$ cat config.mk
export PLATFORM = sky130hd
export DESIGN_NAME = cmd_decoder_mc
export DESIGN_NICKNAME = d
export VERILOG_FILES = /design/src/rtl/cmd_decoder_mc.sv
export SDC_FILE = /design/constraint.sdc
export NUM_CORES = 1
export LEC_CHECK = 0
export ABC_AREA = 1
export BUFFER_PORTS_ARGS = -buffer_cell sky130_fd_sc_hd__buf_2
export CORE_AREA = 2 2 105 157
export DETAILED_ROUTE_END_ITERATION = 10
export DIE_AREA = 0 0 107 159
export GPL_ROUTABILITY_DRIVEN = 0
export PLACE_DENSITY = 0.39
export REMOVE_ABC_BUFFERS = 1
export SLEW_MARGIN = 20
export SYNTH_ARGS = -nofsm -noshare
export SYNTH_HDL_FRONTEND = slang
export SYNTH_SLANG_ARGS = --single-unit
$ cat constraint.sdc
create_clock -name clk -period 3.3 [get_ports clk]
set_clock_uncertainty 0.2 [all_clocks]
set_input_delay 0.66 -clock clk [delete_from_list [all_inputs] [get_ports clk]]
set_output_delay 0.66 -clock clk [all_outputs]
set_load 0.01 [all_outputs]
$ cat src/rtl/cmd_decoder_mc.sv
// Command decoder for the ultrasonic TX/RX/DAC datapath.
// Each word runs three cycles (capture, decode/check, apply); the results are registered strobes and per-channel state.
module cmd_decoder_mc #(
  parameter int DATA_WIDTH = 16,
  parameter int CH_W       = 1
) (
  input  logic                       clk,
  input  logic                       rst,
  input  logic [DATA_WIDTH-1:0]      cmd_data,
  input  logic                       cmd_valid,
  output logic                       cmd_ready,
  output logic [2**CH_W-1:0]         ch_en,
  output logic                       dac_wr,
  output logic [CH_W-1:0]            dac_ch,
  output logic [DATA_WIDTH-8-CH_W:0] dac_level,
  output logic                       sat,
  output logic                       tx_start,
  output logic                       rx_start,
  output logic [CH_W-1:0]            cmd_ch,
  output logic                       err,
  output logic [2:0]                 err_code
);

  localparam int NUM_CH = 2**CH_W;
  localparam int AMT_W  = DATA_WIDTH - 7 - CH_W;

  typedef enum logic [1:0] {
    ST_IDLE  = 2'd0,
    ST_DEC   = 2'd1,
    ST_APPLY = 2'd2
  } state_t;

  state_t                 state_q;
  logic [DATA_WIDTH-1:0]  word_q;
  logic [NUM_CH-1:0]      ch_en_q;
  logic [AMT_W-1:0]       level_q [NUM_CH];

  logic [2:0]             pend_err_q;
  logic                   pend_on_q, pend_off_q, pend_dac_q, pend_sat_q;
  logic                   pend_tx_q, pend_rx_q;
  logic [CH_W-1:0]        pend_ch_q;
  logic [AMT_W-1:0]       pend_lvl_q;

  logic                   w_on, w_off, w_inc, w_dec, w_rcv, w_snd, w_vld;
  logic [CH_W-1:0]        ch_d;
  logic [AMT_W-1:0]       amt_d, cur_d, lvl_d;
  logic [AMT_W:0]         sum_d, diff_d;
  logic                   en_after_d, sat_d;
  logic [2:0]             err_d;

  assign cmd_ready = (state_q == ST_IDLE);
  assign ch_en     = ch_en_q;

  // Field decode, error priority and saturating level arithmetic for the captured word.
  always_comb begin
    w_on   = word_q[0];
    w_off  = word_q[1];
    w_inc  = word_q[2];
    w_dec  = word_q[3];
    w_rcv  = word_q[4];
    w_snd  = word_q[5];
    w_vld  = word_q[6];
    ch_d   = word_q[6+CH_W:7];
    amt_d  = word_q[DATA_WIDTH-1:7+CH_W];
    cur_d  = level_q[ch_d];
    sum_d  = {1'b0, cur_d} + {1'b0, amt_d};
    diff_d = {1'b0, cur_d} - {1'b0, amt_d};
    lvl_d  = cur_d;
    sat_d  = 1'b0;
    err_d  = 3'd0;

    // The enable seen by send/receive is the one after this word's own on/off.
    if (w_on) begin
      en_after_d = 1'b1;
    end else if (w_off) begin
      en_after_d = 1'b0;
    end else begin
      en_after_d = ch_en_q[ch_d];
    end

    if (w_on && w_off) begin
      err_d = 3'd1;
    end else if (w_inc && w_dec) begin
      err_d = 3'd2;
    end else if (w_snd && w_rcv) begin
      err_d = 3'd3;
    end else if (!w_vld) begin
      err_d = 3'd4;
    end else if ((w_snd || w_rcv) && !en_after_d) begin
      err_d = 3'd5;
    end else begin
      err_d = 3'd0;
    end

    if (w_inc) begin
      lvl_d = sum_d[AMT_W] ? {AMT_W{1'b1}} : sum_d[AMT_W-1:0];
      sat_d = sum_d[AMT_W];
    end else if (w_dec) begin
      lvl_d = diff_d[AMT_W] ? {AMT_W{1'b0}} : diff_d[AMT_W-1:0];
      sat_d = diff_d[AMT_W];
    end else begin
      lvl_d = cur_d;
      sat_d = 1'b0;
    end
  end

  // Capture / decode / apply sequencer with registered outputs and one-cycle strobes.
  always_ff @(posedge clk or posedge rst) begin
    if (rst) begin
      state_q    <= ST_IDLE;
      word_q     <= '0;
      ch_en_q    <= '0;
      for (int i = 0; i < NUM_CH; i++) level_q[i] <= '0;
      pend_err_q <= 3'd0;
      pend_on_q  <= 1'b0;
      pend_off_q <= 1'b0;
      pend_dac_q <= 1'b0;
      pend_sat_q <= 1'b0;
      pend_tx_q  <= 1'b0;
      pend_rx_q  <= 1'b0;
      pend_ch_q  <= '0;
      pend_lvl_q <= '0;
      dac_wr     <= 1'b0;
      dac_ch     <= '0;
      dac_level  <= '0;
      sat        <= 1'b0;
      tx_start   <= 1'b0;
      rx_start   <= 1'b0;
      cmd_ch     <= '0;
      err        <= 1'b0;
      err_code   <= 3'd0;
    end else begin
      dac_wr   <= 1'b0;
      sat      <= 1'b0;
      tx_start <= 1'b0;
      rx_start <= 1'b0;
      err      <= 1'b0;
      err_code <= 3'd0;
      case (state_q)
        ST_IDLE: begin
          if (cmd_valid) begin
            word_q  <= cmd_data;
            state_q <= ST_DEC;
          end else begin
            state_q <= ST_IDLE;
          end
        end
        ST_DEC: begin
          pend_err_q <= err_d;
          pend_on_q  <= w_on;
          pend_off_q <= w_off;
          pend_dac_q <= w_inc || w_dec;
          pend_sat_q <= sat_d;
          pend_tx_q  <= w_snd;
          pend_rx_q  <= w_rcv;
          pend_ch_q  <= ch_d;
          pend_lvl_q <= lvl_d;
          state_q    <= ST_APPLY;
        end
        ST_APPLY: begin
          cmd_ch <= pend_ch_q;
          if (pend_err_q != 3'd0) begin
            err      <= 1'b1;
            err_code <= pend_err_q;
          end else begin
            if (pend_on_q) begin
              ch_en_q[pend_ch_q] <= 1'b1;
            end else if (pend_off_q) begin
              ch_en_q[pend_ch_q] <= 1'b0;
            end
            if (pend_dac_q) begin
              level_q[pend_ch_q] <= pend_lvl_q;
              dac_wr             <= 1'b1;
              dac_ch             <= pend_ch_q;
              dac_level          <= pend_lvl_q;
              sat                <= pend_sat_q;
            end
            tx_start <= pend_tx_q;
            rx_start <= pend_rx_q;
          end
          state_q <= ST_IDLE;
        end
        default: begin
          state_q <= ST_IDLE;
        end
      endcase
    end
  end

endmodule

==> key figures <==
Outcome
  • Status: finished clean

Floorplan
  • Die Wd: approximately 110 um
  • Num rows: 56
  • Die area: between 15000 and 20000 um2
  • Die span in y: about 160 um
  • Initial core utilization: 0.246
  • Core Area: roughly 16000 um2
  • Boundary Pins: 40

Pwr
  • Sw frac: 0.393
  • Clk network pwr share: 0.281
  • Pwr/cell area: ~890 nW/um2
  • P_leak: between 0.002 and 0.0025 uW
  • Logic gate share of total power: 0.390
  • Switch Pwr: roughly 1600 uW
  • Peak supply drop: around 0.23 mV
  • Internal power: roughly 2500 uW
  • Seq pwr share: 0.329

Global routing
  • Total gr overflow: 0
  • M2 GR Usage: 0.211
  • First-pass GRT wire length: 16.3 mm
  • Largest net degree at the start of global routing: 50
  • Initial antenna violation count: 0
  • GR Util met1: 0.150
  • Grt met3 use: 0.0221
  • Total GRT Usage: 0.123
  • Vias in the first global route: about 3300
  • GR peak layer: met2

Clock network
  • Clock Root Buffer: clkbuf_16
  • Post-CTS sizing: 0
  • Clock Latency Late Sink: roughly 340 ps
  • CTS Buffer Depth: 2
  • Setup bufs post-CTS: 0
  • Worst-path clk slew: ~70 ps
  • CTS tree: yes
  • CTS Hold Bufs: 0
  • CTS sink cnt: 72
  • CTS Buf Count: 9
  • H-Tree Depth: 3

Timing
  • Worst hold slack: about 160 ps
  • Setup TNS: 0 ps
  • Final hold violation count: 0
  • Tightest Pin Transition: 627 ps
  • Fin. max-slew vios: 0
  • Count of final setup violators: 0
  • Fmax: 0.355 GHz
  • Slew margin rel.: 0.582
  • RSZ-0062 raised after global routing: false
  • Final period utilization: 0.853
  • Tmin final: roughly 2800 ps

Synth
  • Post-synth ARST share: 1.00
  • #FFs+latches synth: just over 70
  • Top_reg_cell synth: dfrtp_1
  • Avg Inst Size Synth: around 7.9 um2
  • Register area share after synthesis: 0.469
  • Post-synth EDFFs: 0
  • YS warnings: 0
  • Post-synthesis cell area: 3840 um2
  • Synth cell types: 35
  • Cells after Synth: ~490

Detailed routing
  • Drt drc: 0
  • Routed len/inst: between 10 and 15 um
  • Via-per-instance ratio: 4.18
  • 1st-iter DRT viols: ~170
  • WL final: roughly 9.6 mm
  • Detail Route Antenna Nets: 0
  • Via count: just over 3000
  • DR pass1 iterations: 4

Finish
  • Most frequent cells in the layout: 153 x nand2_1, 72 x dfrtp_1, 55 x inv_1
  • Antenna Cells: 0
  • Fin cells: 731
  • Synth-to-layout area growth: 19.2%
  • Net count, final: about 560
  • Layout Utilization: 0.293
  • Fraction of layout cells with a size suffix above 1: 0.163
  • # fillers: roughly 1700
  • Most common cell after layout, fill and taps aside: nand2_1

Placement
  • DP HPWL: roughly 7.4 mm
  • Buffers on Ports: 39
  • Placed cells: around 720

Run
  • Max Cap Viol: 0

Critical path
  • WP data arrival: approximately 2900 ps
  • Slowest stage delay, CP: between 500 and 600 ps
  • Worst-path fanout max: 11
  • Worst reg2reg path depth: 12
  • Slowest CP cell: dfrtp_1
  • WP buf/inv: 1
  • CP Cell Sequence: clkinv_1 > nand2_1 > nand2_1 > fa_1 > nand3_1 > nand2_2 > nand2_2 > nand3_2 > nor2_2 > nand3_1 > nand3_1 > nand2_1
  • R2R setup slack: between 400 and 500 ps
  • Crit end category: register
  • Worst endpoint required time: 3330 ps
  • Reg2reg end: pend_lvl_q[6]
  • Setup CP Type: register to register
  • Worst r2r src: word_q[7]
  • Crit path max-delay family: simple AND/OR/NAND/NOR gates
  • Crit start category: register

Min path
  • Worst hold path class: primary input to async pin
[metrics by stage]
step           worst slack [ps]  area [um2]  total power [uW]
6_report                    484        4580              4060
5_1_grt                     169        4580              4420
4_1_cts                     438        4580              4130
3_5_place_dp                456        4240              2950
3_3_place_gp                480        4240              2960
2_1_floorplan               615        3750              2470
[state kept, by name (all words and copies together), names as in the netlist, 2 cells and up, named ones only]
register	count
err_code	3
pend_lvl_q	8
state_q	2
dac_level	8
level_q	16
pend_err_q	3
word_q	16
[cells by family after synthesis]
| group | after synthesis | synth area share |
|---|---|---|
| flip-flops | 72 | 0.469 |
| AND/OR/NAND/NOR | 223 | 0.243 |
| multiplexers | 1 | 0.00391 |
| buffers and inverters | 84 | 0.0911 |
| XOR/XNOR | 6 | 0.0137 |
| AO/OA/AOI/OAI | 80 | 0.114 |
| adder cells (fa/ha/maj) | 19 | 0.0658 |
[worst max path at each step]
stage / cells after the start / slack (ps) / endpoint / start
final: 12 / 480 / pend_lvl_q[6] / word_q[7]
after global routing: 13 / 170 / pend_lvl_q[5] / word_q[7]
after CTS: 12 / 440 / pend_lvl_q[7] / word_q[7]
after detailed placement: 12 / 460 / pend_lvl_q[6] / word_q[7]
after global placement: 12 / 480 / pend_lvl_q[7] / word_q[7]
after floorplan: 1 / 620 / async pin / rst
[power by group through the flow]
stage | registers [uW] | logic [uW] | clock network (uW)
after floorplan | 1340 | 1130 | 0
after global placement | 1350 | 1610 | 0
after detailed placement | 1350 | 1600 | 0
after CTS | 1340 | 1610 | 1180
after global routing | 1380 | 1830 | 1220
final | 1330 | 1590 | 1140
[layout make-up]
cell class / instances / area, um2 / area share
inverters: 69 / 259 / 0.0565
clock buffers: 10 / 229 / 0.0500
well taps: 203 / 254 / 0.0554
clock inverters: 6 / 115 / 0.0251
flip-flops and latches: 72 / 1800 / 0.393
multi-input cells: 329 / 1690 / 0.369
repair buffers: 42 / 230 / 0.0503
[cell usage after synthesis, types with 2 or more instances]
cell type  number  area [um2]
ha_1           17         213
buf_4           3        22.5
a21oi_1        16        80.1
and2_1          2        12.5
nand3_1        20         100
clkbuf_1        3        11.3
inv_2          11        41.3
nand3_2         3        30.0
fa_1            2        40.0
clkinv_1        2        7.51
xor2_1          5        43.8
nand2_1       153         574
buf_2           7        35.0
o22ai_1         5        31.3
inv_1          56         210
nand2_2         4        25.0
dfrtp_1        72        1800
o21ai_0        34         170
buf_6           2        22.5
nor2_1         33         124
a21oi_2         3        26.3
nor2_2          3        18.8
o21ai_1        17        85.1
[worst reg2reg max path: stages, from the launching register on]
cell and delay (ps):
dfrtp_1 540, clkinv_1 340, nand2_1 130, nand2_1 190, fa_1 490, nand3_1 120
nand2_2 120, nand2_2 90, nand3_2 120, nor2_2 150, nand3_1 80, nand3_1 90
nand2_1 60
[per-layer routing]
metal / routed length, um / share of wire
met5: 0 / 0
met4: 210 / 0.022
met3: 246 / 0.026
met2: 4810 / 0.50
met1: 4380 / 0.45
Power figures use the tool's default switching activity.
